--- src/rtl/clock_reset_sequencer_pkg.sv ---
// clock_reset_sequencer_pkg
//   Shared types and helpers for the clock/reset sequencer.
//   - clkseq_state_t : sequencer FSM states
//   - clkseq_width() : register width needed to hold the count values 0..max_count-1
package clock_reset_sequencer_pkg;

  typedef enum logic [1:0] {
    HOLD    = 2'd0,
    STABLE  = 2'd1,
    RELEASE = 2'd2,
    RUN     = 2'd3
  } clkseq_state_t;

  // Counters compare against a terminal value and never wrap, so they only
  // need to reach max_count-1. Never narrower than one bit.
  function automatic int clkseq_width(input int max_count);
    return (max_count <= 2) ? 1 : $clog2(max_count);
  endfunction

endpackage

--- src/rtl/clock_reset_sequencer_if.sv ---
// clock_reset_sequencer_if
//   Bundles the sequencer's monitor inputs and reset outputs.
//   Parameters: NRST (number of reset lines), LCNT_WIDTH (loss counter width).
//   Signals:
//     detected   clock-present flag from the monitor (asynchronous)
//     restart    one-cycle pulse in the monclk domain, re-runs the sequence
//     rst_out    per-stage active-high resets, bit 0 released first
//     ready      all stages released
//     loss_count clock-loss events, only when CLKSEQ_LOSSCNT_EN is defined
//   Modports: master = sequencer side, slave = consumer/driver side.
interface clock_reset_sequencer_if #(
  parameter int NRST       = 3,
  parameter int LCNT_WIDTH = 8
);
  logic            detected;
  logic            restart;
  logic [NRST-1:0] rst_out;
  logic            ready;

  if (NRST < 1 || LCNT_WIDTH < 1) begin : g_bad_param
    $error("clock_reset_sequencer_if: NRST and LCNT_WIDTH must be >= 1");
  end

`ifdef CLKSEQ_LOSSCNT_EN
  logic [LCNT_WIDTH-1:0] loss_count;

  modport master (input detected, input restart,
                  output rst_out, output ready, output loss_count);
  modport slave  (output detected, output restart,
                  input rst_out, input ready, input loss_count);
`else
  modport master (input detected, input restart,
                  output rst_out, output ready);
  modport slave  (output detected, output restart,
                  input rst_out, input ready);
`endif

endinterface

--- src/rtl/clock_reset_sequencer_sync.sv ---
// clkseq_sync
//   SYNC_STAGES-deep bit synchronizer with asynchronous active-high reset.
//   Ports: reset, monclk, async_in (asynchronous source), sync_out.
//   The async_in -> sync_reg[0] path must be constrained as a false path.
module clkseq_sync #(
  parameter int SYNC_STAGES = 2
) (
  input  logic reset,
  input  logic monclk,
  input  logic async_in,
  output logic sync_out
);

  logic [SYNC_STAGES-1:0] sync_reg;

  always_ff @(posedge monclk or posedge reset) begin
    if (reset) begin
      sync_reg <= '0;
    end else begin
      sync_reg <= {sync_reg[SYNC_STAGES-2:0], async_in};
    end
  end

  assign sync_out = sync_reg[SYNC_STAGES-1];

endmodule

--- src/rtl/clock_reset_sequencer.sv ---
// clock_reset_sequencer
//   Start-up reset sequencer running on the monitored clock. Keeps all NRST
//   reset lines asserted until detected has been continuously high for
//   STABLE_CYCLES, then releases them bit 0 first, STEP_CYCLES apart, and
//   finally raises ready. Clock loss (detected low) or restart re-asserts all.
//   Ports:
//     reset   asynchronous active-high reset
//     monclk  sequencer clock (the monitored clock itself)
//     bus     clock_reset_sequencer_if.master (detected, restart, rst_out,
//             ready, and loss_count when enabled)
//   Build option: define CLKSEQ_LOSSCNT_EN to add the saturating loss counter.
module clock_reset_sequencer
  import clock_reset_sequencer_pkg::*;
#(
  parameter int NRST          = 3,
  parameter int STABLE_CYCLES = 1024,
  parameter int STEP_CYCLES   = 16,
  parameter int SYNC_STAGES   = 2,
  parameter int LCNT_WIDTH    = 8
) (
  input  logic                            reset,
  input  logic                            monclk,
  clock_reset_sequencer_if.master         bus
);

  if (NRST < 1 || STABLE_CYCLES < 2 || STEP_CYCLES < 1 ||
      SYNC_STAGES < 2 || LCNT_WIDTH < 1) begin : g_bad_param
    $error("clock_reset_sequencer: parameter out of range");
  end

  // One counter serves both the stability wait and the release steps.
  localparam int CNT_W = clkseq_width((STABLE_CYCLES > STEP_CYCLES) ?
                                      STABLE_CYCLES : STEP_CYCLES);
  localparam int IDX_W = clkseq_width(NRST);
  localparam logic [CNT_W-1:0] STABLE_LAST = CNT_W'(STABLE_CYCLES - 1);
  localparam logic [CNT_W-1:0] STEP_LAST   = CNT_W'(STEP_CYCLES - 1);
  localparam logic [IDX_W-1:0] IDX_LAST    = IDX_W'(NRST - 1);

  logic det_s;

  clkseq_sync #(.SYNC_STAGES(SYNC_STAGES)) u_sync (
    .reset    (reset),
    .monclk   (monclk),
    .async_in (bus.detected),
    .sync_out (det_s)
  );

  clkseq_state_t    state_reg, state_next;
  logic [CNT_W-1:0] cnt_reg, cnt_next;
  logic [IDX_W-1:0] idx_reg, idx_next;
  logic [NRST-1:0]  rst_reg, rst_next;
  logic             ready_reg, ready_next;
  logic [NRST-1:0]  step_mask;
  logic [IDX_W-1:0] idx_inc;
  logic             abort;

  assign abort   = !det_s || bus.restart;
  assign idx_inc = idx_reg + 1'b1;

  // One-hot mask selecting the reset line released at the next step.
  for (genvar gi = 0; gi < NRST; gi++) begin : g_step_mask
    assign step_mask[gi] = (idx_inc == IDX_W'(gi));
  end

  always_ff @(posedge monclk or posedge reset) begin
    if (reset) begin
      state_reg <= HOLD;
      cnt_reg   <= '0;
      idx_reg   <= '0;
      rst_reg   <= '1;
      ready_reg <= 1'b0;
    end else begin
      state_reg <= state_next;
      cnt_reg   <= cnt_next;
      idx_reg   <= idx_next;
      rst_reg   <= rst_next;
      ready_reg <= ready_next;
    end
  end

  always_comb begin
    state_next = state_reg;
    cnt_next   = cnt_reg;
    idx_next   = idx_reg;
    rst_next   = rst_reg;
    ready_next = ready_reg;
    case (state_reg)
      HOLD: begin
        // restart is meaningless here: the sequence has not started.
        rst_next   = '1;
        ready_next = 1'b0;
        if (det_s) begin
          state_next = STABLE;
          cnt_next   = '0;
        end
      end
      STABLE, RELEASE, RUN: begin
        if (abort) begin
          // Abort wins over any count progress on the same edge.
          state_next = HOLD;
          cnt_next   = '0;
          rst_next   = '1;
          ready_next = 1'b0;
        end else if (state_reg == STABLE) begin
          if (cnt_reg == STABLE_LAST) begin
            state_next  = RELEASE;
            cnt_next    = '0;
            idx_next    = '0;
            rst_next[0] = 1'b0;
          end else begin
            cnt_next = cnt_reg + 1'b1;
          end
        end else if (state_reg == RELEASE) begin
          if (cnt_reg == STEP_LAST) begin
            cnt_next = '0;
            if (idx_reg == IDX_LAST) begin
              state_next = RUN;
              ready_next = 1'b1;
            end else begin
              idx_next = idx_inc;
              rst_next = rst_reg & ~step_mask;
            end
          end else begin
            cnt_next = cnt_reg + 1'b1;
          end
        end
      end
    endcase
  end

  assign bus.rst_out = rst_reg;
  assign bus.ready   = ready_reg;

`ifdef CLKSEQ_LOSSCNT_EN
  logic [LCNT_WIDTH-1:0] loss_reg, loss_next;

  // Only a genuine clock loss out of RUN counts; restarts do not.
  always_comb begin
    loss_next = loss_reg;
    if (state_reg == RUN && !det_s && loss_reg != '1) begin
      loss_next = loss_reg + 1'b1;
    end
  end

  always_ff @(posedge monclk or posedge reset) begin
    if (reset) begin
      loss_reg <= '0;
    end else begin
      loss_reg <= loss_next;
    end
  end

  assign bus.loss_count = loss_reg;
`endif

endmodule

--- src/flat_wrapper.sv ---
// flat-port wrapper written by rule: the top's interface ports become plain ports
module clock_reset_sequencer_flat import clock_reset_sequencer_pkg::*;
#(
  parameter int NRST          = 3,
  parameter int STABLE_CYCLES = 1024,
  parameter int STEP_CYCLES   = 16,
  parameter int SYNC_STAGES   = 2,
  parameter int LCNT_WIDTH    = 8
)
  (reset, monclk, bus_detected, bus_restart, bus_rst_out, bus_ready);
  clock_reset_sequencer_if #(.NRST(NRST), .LCNT_WIDTH(LCNT_WIDTH)) bus_i ();
  input  logic reset;
  input  logic monclk;
  input wire logic [$bits(bus_i.detected)-1:0] bus_detected;
  input wire logic [$bits(bus_i.restart)-1:0] bus_restart;
  output wire logic [$bits(bus_i.rst_out)-1:0] bus_rst_out;
  output wire logic [$bits(bus_i.ready)-1:0] bus_ready;
  assign bus_i.detected = bus_detected;
  assign bus_i.restart = bus_restart;
  assign bus_rst_out = bus_i.rst_out;
  assign bus_ready = bus_i.ready;
  clock_reset_sequencer #(.NRST(NRST), .STABLE_CYCLES(STABLE_CYCLES), .STEP_CYCLES(STEP_CYCLES), .SYNC_STAGES(SYNC_STAGES), .LCNT_WIDTH(LCNT_WIDTH)) u_core (.reset(reset), .monclk(monclk), .bus(bus_i));
endmodule
--- config.mk ---
export PLATFORM = sky130hd
export DESIGN_NAME = clock_reset_sequencer_flat
export DESIGN_NICKNAME = d
export VERILOG_FILES = /design/src/rtl/clock_reset_sequencer_pkg.sv /design/src/rtl/clock_reset_sequencer_if.sv /design/src/rtl/clock_reset_sequencer_sync.sv /design/src/rtl/clock_reset_sequencer.sv /design/src/flat_wrapper.sv
export SDC_FILE = /design/constraint.sdc
export NUM_CORES = 1
export LEC_CHECK = 0
export CAP_MARGIN = 10
export CORE_MARGIN = 4
export CORE_UTILIZATION = 61
export CTS_CLUSTER_DIAMETER = 100
export DETAILED_ROUTE_END_ITERATION = 6
export PLACE_DENSITY = 0.83
export SYNTH_ARGS = -nofsm -noshare
export SYNTH_HDL_FRONTEND = slang
export SYNTH_SLANG_ARGS = --single-unit
--- constraint.sdc ---
create_clock -name monclk -period 2.9 [get_ports monclk]
set_input_delay 0.58 -clock monclk [delete_from_list [all_inputs] [get_ports monclk]]
set_output_delay 0.58 -clock monclk [all_outputs]
set_load 0.05 [all_outputs]
# Yosys cells after proc, flatten, opt, wreduce, memory -nomap -nowiden
# Cells that the tools add are included.
# op_classes
add_sub_neg	2
eq_ne	21
mux	34
bitwise	3
reduce_logical	13
# op_table
cell	n
10-bit two-way mux	6
2-bit two-way mux	13
10-bit case mux with 2 select lines	1
3-bit two-way mux	4
4-bit by 1-bit != test with 1-bit output (second input constant)	3
4-bit AND reduction	3
10-bit by 1-bit adder with 10-bit output (second input constant)	1
10-bit equality test (second input constant)	1
10-bit by 4-bit equality test with 1-bit output (second input constant)	1
3-bit by 1-bit != test with 1-bit output (second input constant)	3
2-bit equality test (second input constant)	4
1-bit two-way mux	7
3-bit by 2-bit != test with 1-bit output (second input constant)	2
3-bit case mux with 2 select lines	1
6-bit AND reduction	1
5-bit AND reduction	1
2-bit by 1-bit equality test with 1-bit output (second input constant)	2
2-bit logical NOT	2
2-bit != test (second input constant)	2
4-bit by 2-bit != test with 1-bit output (second input constant)	1
4-bit by 3-bit != test with 1-bit output (second input constant)	1
2-bit case mux with 2 select lines	1
2-bit nonzero test	2
3-bit bitwise AND	1
9 further kinds	9
# totals
regBits	20
wordCells	80

# Longest topological paths before layout
# Gate-level depths: netlist of the first run.
# logic_depth
ltp_word	10
depth_mapped	8
depth_no_buf	6

# Cells and area by module
# From an unflattened synthesis of the first run, not the netlist that was laid out.
# unflattened
cells_unflattened	124
hier_area_um2	1226.2
# modules_own_cells
mod	n_inst	cells_per_inst	area_each_um2
clock_reset_sequencer	1	121	1172.4
clkseq_sync	1	3	53.8

# Worst setup path after synthesis of the first run
# OpenSTA, ideal clock, no wires.
# synth_timing
kind	register to register
start	register u_core.state_reg[0]
end	register u_core.cnt_reg[5]
setup_ps	101
arrival_time_ps	1880
setup_slack_ps	919
path_stages_with_launch	8
n_path_buf	1
synth_period_minus_slack_ps	1981
cell_sequence	dfrtp_1 inv_1 ha_1 or3b_1 buf_2 a41oi_4 nand3b_4 o311ai_2
# synth_between
elab_chain_len	4
elab_cells_between_ends	11
classes_between	eq/ne: 5; mux: 3; reduce/logical: 3
# synth_lines
item	line	rtl
start, declared	clock_reset_sequencer.sv:48	clkseq_state_t state_reg, state_next;
start signal, assigned	clock_reset_sequencer.sv:73	state_reg <= state_next;
2-bit equality test (tied with other cells)	clock_reset_sequencer.sv:87	case (state_reg)
3-bit OR reduction / 10-bit two-way mux (equally long branches)	clock_reset_sequencer.sv:87, clock_reset_sequencer.sv:104	
4-bit by 1-bit != test with 1-bit output (no line) / 10-bit two-way mux (equally long branches)	--	
2-bit AND reduction (no line) / 10-bit case mux with 2 select lines (equally long branches)	--	
end signal, assigned	clock_reset_sequencer.sv:74	cnt_reg <= cnt_next;
end, declared	clock_reset_sequencer.sv:49	logic [CNT_W-1:0] cnt_reg, cnt_next;
# Parallel ways exist; a longest one is shown, timed or not.
# A chain may end at the register's enable or synchronous reset.

# Worst setup path after layout of the first run
# layout_timing
start	register u_core.state_reg[1]
end	register u_core.cnt_reg[5]
# The elaborated chain is that of the path after synthesis.

==> reports/results.txt, run 1 <==
antenna violations before repair = 0
sw power = 0.269 mW
post-place setup slack = 397 ps
share of layout cells above drive strength 1 = 0.113
Cell Int Power = 0.453 mW
final setup vio count = 0
Top Ports = 8
max FFs per register = 10
met1 Use GR = 0.244
first-pass GRT wire length = 4.33 mm
Tot GR Track Use = 0.207
number of enable flip-flop cells after synthesis = 0
final hold viol count = 0
switch share = 0.373
vias in the first global route = 1013
clock slew at reported path FFs = 110 ps
M2 GR Usage = 0.367
DR DRC count = 0
CP Cell Sequence = inv_1, ha_1, or3b_1, a41oi_4, nand3b_4, o311ai_2
Critical Path RT = 3100 ps
commonest non-fill, non-tap cell in the layout = dfrtp_1
Die Y = 53.7 microns
Max stage delay on crit path = 530 ps
fmax = 429 MHz
post-cts repair resize count = 0
Pins Over Slew Limit = 0
CP max stage cell = or3b_1
Rows = 16
Yosys reg bits = 20
Synth cell types = 37
RSZ-0062 raised after global routing = false
Syn Nets = 146
Worst IR Drop VDD = 411 uV
Routed WL = 2.58 mm
diode count = 0
Period minus WS final = 2330 ps
pwr dens = 517 mW/mm^2
Core ar. = 0.00196 sq mm
H-tree levels = 1
combinational share of power = 0.362
Worst-Margin Slew = 755 ps
total gr overflow = 0
synth warn = 0
startpoint types = register
crit share post-route = 0.804
sequential area share after synthesis = 0.396
outcome = complete, no violations
data arrival time of the worst path = 2530 ps
detail-routed via count per cell = 6.16
DR pass1 iterations = 4
buffers added on ports = 7
CTS Buf Count = 3
met3 Use GR = 0.0332
Setup Skew = 13.8 ps
CP Class = reg -> reg
nets = 156
Setup WS post-layout = 569 ps
fraction of registers with async set/reset = 1.00
postcts setup bufs = 0
largest net degree at the start of global routing = 21
area delta synth->final = 9.73%
via count = 1035
drt wl/cell = 15.3 microns
Initial Util = 0.649
First DRT Iteration DRCs = 28
setup TNS = 0 ps
CTS tree = done
Crit. End Element = register
gr busiest metal = met2
worst rel slew slack = 0.496
clk buf depth = 2
# clock sinks = 20
Avg Synthesized Cell Area = 9.64 sq um
hold-fix buffers at CTS = 0
Clock Power Share = 0.188
Mapped Area = 0.00127 sq mm
die area = 0.00288 sq mm
DIE WIDTH = 53.7 microns
Leakage = 0.594 nW
sequential share of power = 0.450
Synth Instances = 132
Hold Slack = 363 ps
most frequent cells in the layout = dfrtp_1 (17), nand2_1 (13), inv_1 (12)
Final GP Congestion = 0.880
max-cap violation count = 0
Hold WC Path Type = reg -> reg
Main synth FF type = dfrtp_1
DRT antenna net count = 0
Crit Path Max Fanout = 9
Worst-Skew Late Latency = 300 ps
hpwl dp = 1.92 mm
Clk Tree Root Cell = clkbuf_4
-- cells by family (layout without fill, tap and decap cells) --
kind of cell	Yosys count	after routing	synth area share
simple gates	52	52	0.235
compound gates	35	35	0.224
flops	20	20	0.396
buf+inv	15	24	0.0462
fa+ha+maj	10	10	0.0983
-- through the flow --
step | utilization | cell area, sq um | power (mW) | instances
after floorplan | - | 1270 | 0.525 | 132
after global placement | 0.698 | 1370 | 0.580 | 164
after detailed placement | 0.698 | 1370 | 0.587 | 164
after CTS | 0.712 | 1400 | 0.725 | 168
after global routing | 0.712 | 1400 | 0.776 | 168
final | 0.712 | 1400 | 0.722 | 168
-- cell usage after synthesis, drive strengths merged, types with 2 or more instances --
library cell,instances,area (sq um)
a21oi,5,25.0
a31oi,7,43.8
and2,3,18.8
and3,5,31.3
buf,2,10.0
dfrtp,17,425
dfstp,3,78.8
ha,10,125
inv,12,45.0
nand2,13,48.8
nand3,9,45.0
nand4,6,43.8
nor2,4,15.0
nor3,2,10.0
o21ai,8,40.0
o22ai,3,18.8
o311ai,4,65.1
o31ai,2,20.0
-- routing by layer --
metal / vias up / share of wire
li1: 512 / -
met1: 493 / 0.44
met2: 23 / 0.51
met3: 7 / 0.035
met4: 0 / 0.019
met5: - / 0
-- worst paths after layout --
check	start	end	slack [ps]	cells after the start
max	u_core.state_reg[1]	u_core.cnt_reg[5]	570	6
min	u_core.u_sync.sync_reg[0]	u_core.u_sync.sync_reg[1]	360	0
max reg2reg	u_core.state_reg[1]	u_core.cnt_reg[5]	570	6
min reg2reg	u_core.u_sync.sync_reg[0]	u_core.u_sync.sync_reg[1]	360	0
max in group asynchronous	reset	u_core.idx_reg[0]	1700	2
min in group asynchronous	reset	u_core.u_sync.sync_reg[1]	710	2
-- power groups by stage --
stage	logic, mW	clock network (mW)	registers [mW]
3_3_place_gp	0.250	0	0.329
5_1_grt	0.291	0.156	0.328
6_report	0.262	0.136	0.325
2_1_floorplan	0.202	0	0.323
4_1_cts	0.260	0.141	0.324
3_5_place_dp	0.257	0	0.330
-- area by class of cell --
type | count | area [sq um]
clock buffer | 4 | 26.3
fill | 156 | 566
inverter | 12 | 45.0
multi-input combinational | 97 | 709
sequential | 20 | 504
tap | 27 | 33.8
timing repair buffer | 8 | 77.6
-- worst max-delay path: cells and delay by family, from the launching register on --
| family | cells | cell delay [ps] |
|---|---|---|
| adders and majority gates | 1 | 220 |
| buffers and inverters | 1 | 120 |
| and+or+nand+nor | 2 | 730 |
| DFF | 1 | 450 |
| AOI/OAI and AO/OA | 2 | 700 |
Note: power is estimated with default switching activity, not from simulation.
==> run 2, diff against run 1 <==
Settings changed: CORE_UTILIZATION 61 to 58, PLACE_DENSITY 0.83 to 0.79.
Clock period 2.9 ns to 2.3 ns, I/O delays scaled along.
==> reports/results.txt, run 2 (synthesis gave the netlist of run 1 again) <==
H-tree levels = 1
fmax = 475 MHz
Crit Path Max Fanout = 2
DIE WIDTH = 54.8 microns
Met3 Routed Length = 173 microns
Core ar. = 0.00202 sq mm
Rows = 16
Pins Over Slew Limit = 0
final setup vio count = 0
Tot Pwr = 0.969 mW
First DRT Iteration DRCs = 52
antenna violations before repair = 0
Fillers = 149
via count = 1079
max FFs per register = 10
diode count = 0
area delta synth->final = 13.5%
Non-Filler Instances = 172
Clk Tree Root Cell = clkbuf_4
WL met2 = 1.22 mm
data arrival time of the worst path = 1640 ps
outcome = complete, no violations
Hold Slack = 359 ps
Top Ports = 8
HP Start = u_core.u_sync.sync_reg[0]
DR top layer = met4
CTS tree = done
RR Startpoint = u_core.state_reg[0]
Cells after DPL = 168
Hold WC Path Type = reg -> reg
DR DRC count = 0
die area = 0.00301 sq mm
wire length on met1 = 1.22 mm
hold worst-path end = u_core.u_sync.sync_reg[1]
post-route cell area = 0.00144 sq mm
R2R Path End = u_core.cnt_reg[5]
R2R depth = 6
hpwl dp = 2.03 mm
CP max stage cell = clkdlybuf4s50_1
detail-routed via count per cell = 6.27
pwr dens = 671 mW/mm^2
setup TNS = 0 ps
DRT antenna net count = 0
Reg2Reg Setup Slack = 250 ps
Die Y = 54.8 microns
Worst-Skew Late Latency = 300 ps
Leakage = 0.623 nW
Worst IR Drop VDD = 463 uV
DR pass1 iterations = 4
max-cap violation count = 0
post-place setup slack = 67.4 ps
Core Util, Final = 0.714
Critical Path RT = 1840 ps
final hold viol count = 0
# clock sinks = 20
commonest non-fill, non-tap cell in the layout = dfrtp_1
hold-fix buffers at CTS = 0
nets = 160
Placed Area = 0.00140 sq mm
worst path bufs/invs = 1
startpoint types = register
CP Class = reg -> out
drt wl/cell = 15.4 microns
family with the most delay on the worst path = buffers and inverters
Initial Util = 0.629
Final GP Congestion = 0.931
Worst-Margin Slew = 517 ps
hold path cells = 0
Period minus WS final = 2100 ps
Setup Skew = 0.751 ps
CP Cell Sequence = clkdlybuf4s50_1
Setup WS post-layout = 195 ps
largest net degree at the start of global routing = 14
Tot GR Track Use = 0.213
Max stage delay on crit path = 800 ps
crit share post-route = 0.915
most frequent cells in the layout = dfrtp_1 (17), nand2_1 (13), inv_1 (12)
buffers added on ports = 7
total gr overflow = 0
clk buf depth = 2
RSZ-0062 raised after global routing = false
clock slew at reported path FFs = 110 ps
vias in the first global route = 1046
CTS Buf Count = 3
Routed WL = 2.66 mm
worst rel slew slack = 0.647
share of layout cells above drive strength 1 = 0.159
first-pass GRT wire length = 4.57 mm
Crit. End Element = output port
run 2: worst max-delay path by stage:
stage	cells past startpoint	startpoint	slack, ps	end
3_5_place_dp	5	bus_restart	70	u_core.state_reg[1]
6_report	1	u_core.bus.rst_out[0]	200	bus_rst_out[0]
3_3_place_gp	6	bus_restart	130	u_core.cnt_reg[4]
5_1_grt	7	u_core.state_reg[1]	100	u_core.cnt_reg[6]
4_1_cts	6	u_core.state_reg[0]	180	u_core.cnt_reg[9]
2_1_floorplan	7	u_core.state_reg[0]	320	u_core.cnt_reg[5]
run 2: area by class of cell:
class | instances | area [sq um] | share of cell area
clock buffer | 4 | 36.3 | 0.0251
inverter | 12 | 45.0 | 0.0312
multi-input combinational | 97 | 717 | 0.497
sequential | 20 | 504 | 0.349
tap | 27 | 33.8 | 0.0234
timing repair buffer | 12 | 108 | 0.0745
run 2: layer usage:
layer  up-vias  track usage
met5         -            0
met4         0       0.0913
met3         5       0.0490
met2        38        0.335
met1       516        0.277
li1        520            -
run 2: repair_timing:
action / 4_1_cts / 5_1_grt
hold endpoints to repair: 0 / 0
buffers inserted: 0 / 0
endpoints found under the setup margin: 0 / 1
gates resized for setup: 0 / 2
run 2: power by group:
group	switching, mW	internal, mW
logic	0.215	0.139
clock network	0.109	0.0967
registers	0.0316	0.378
total	0.355	0.614
==> run 3, diff against run 2 <==
Settings changed: HOLD_SLACK_MARGIN set to 0.02.
==> results of run 3 <==
Final layout, timing and power as in run 2 (identical DEF).
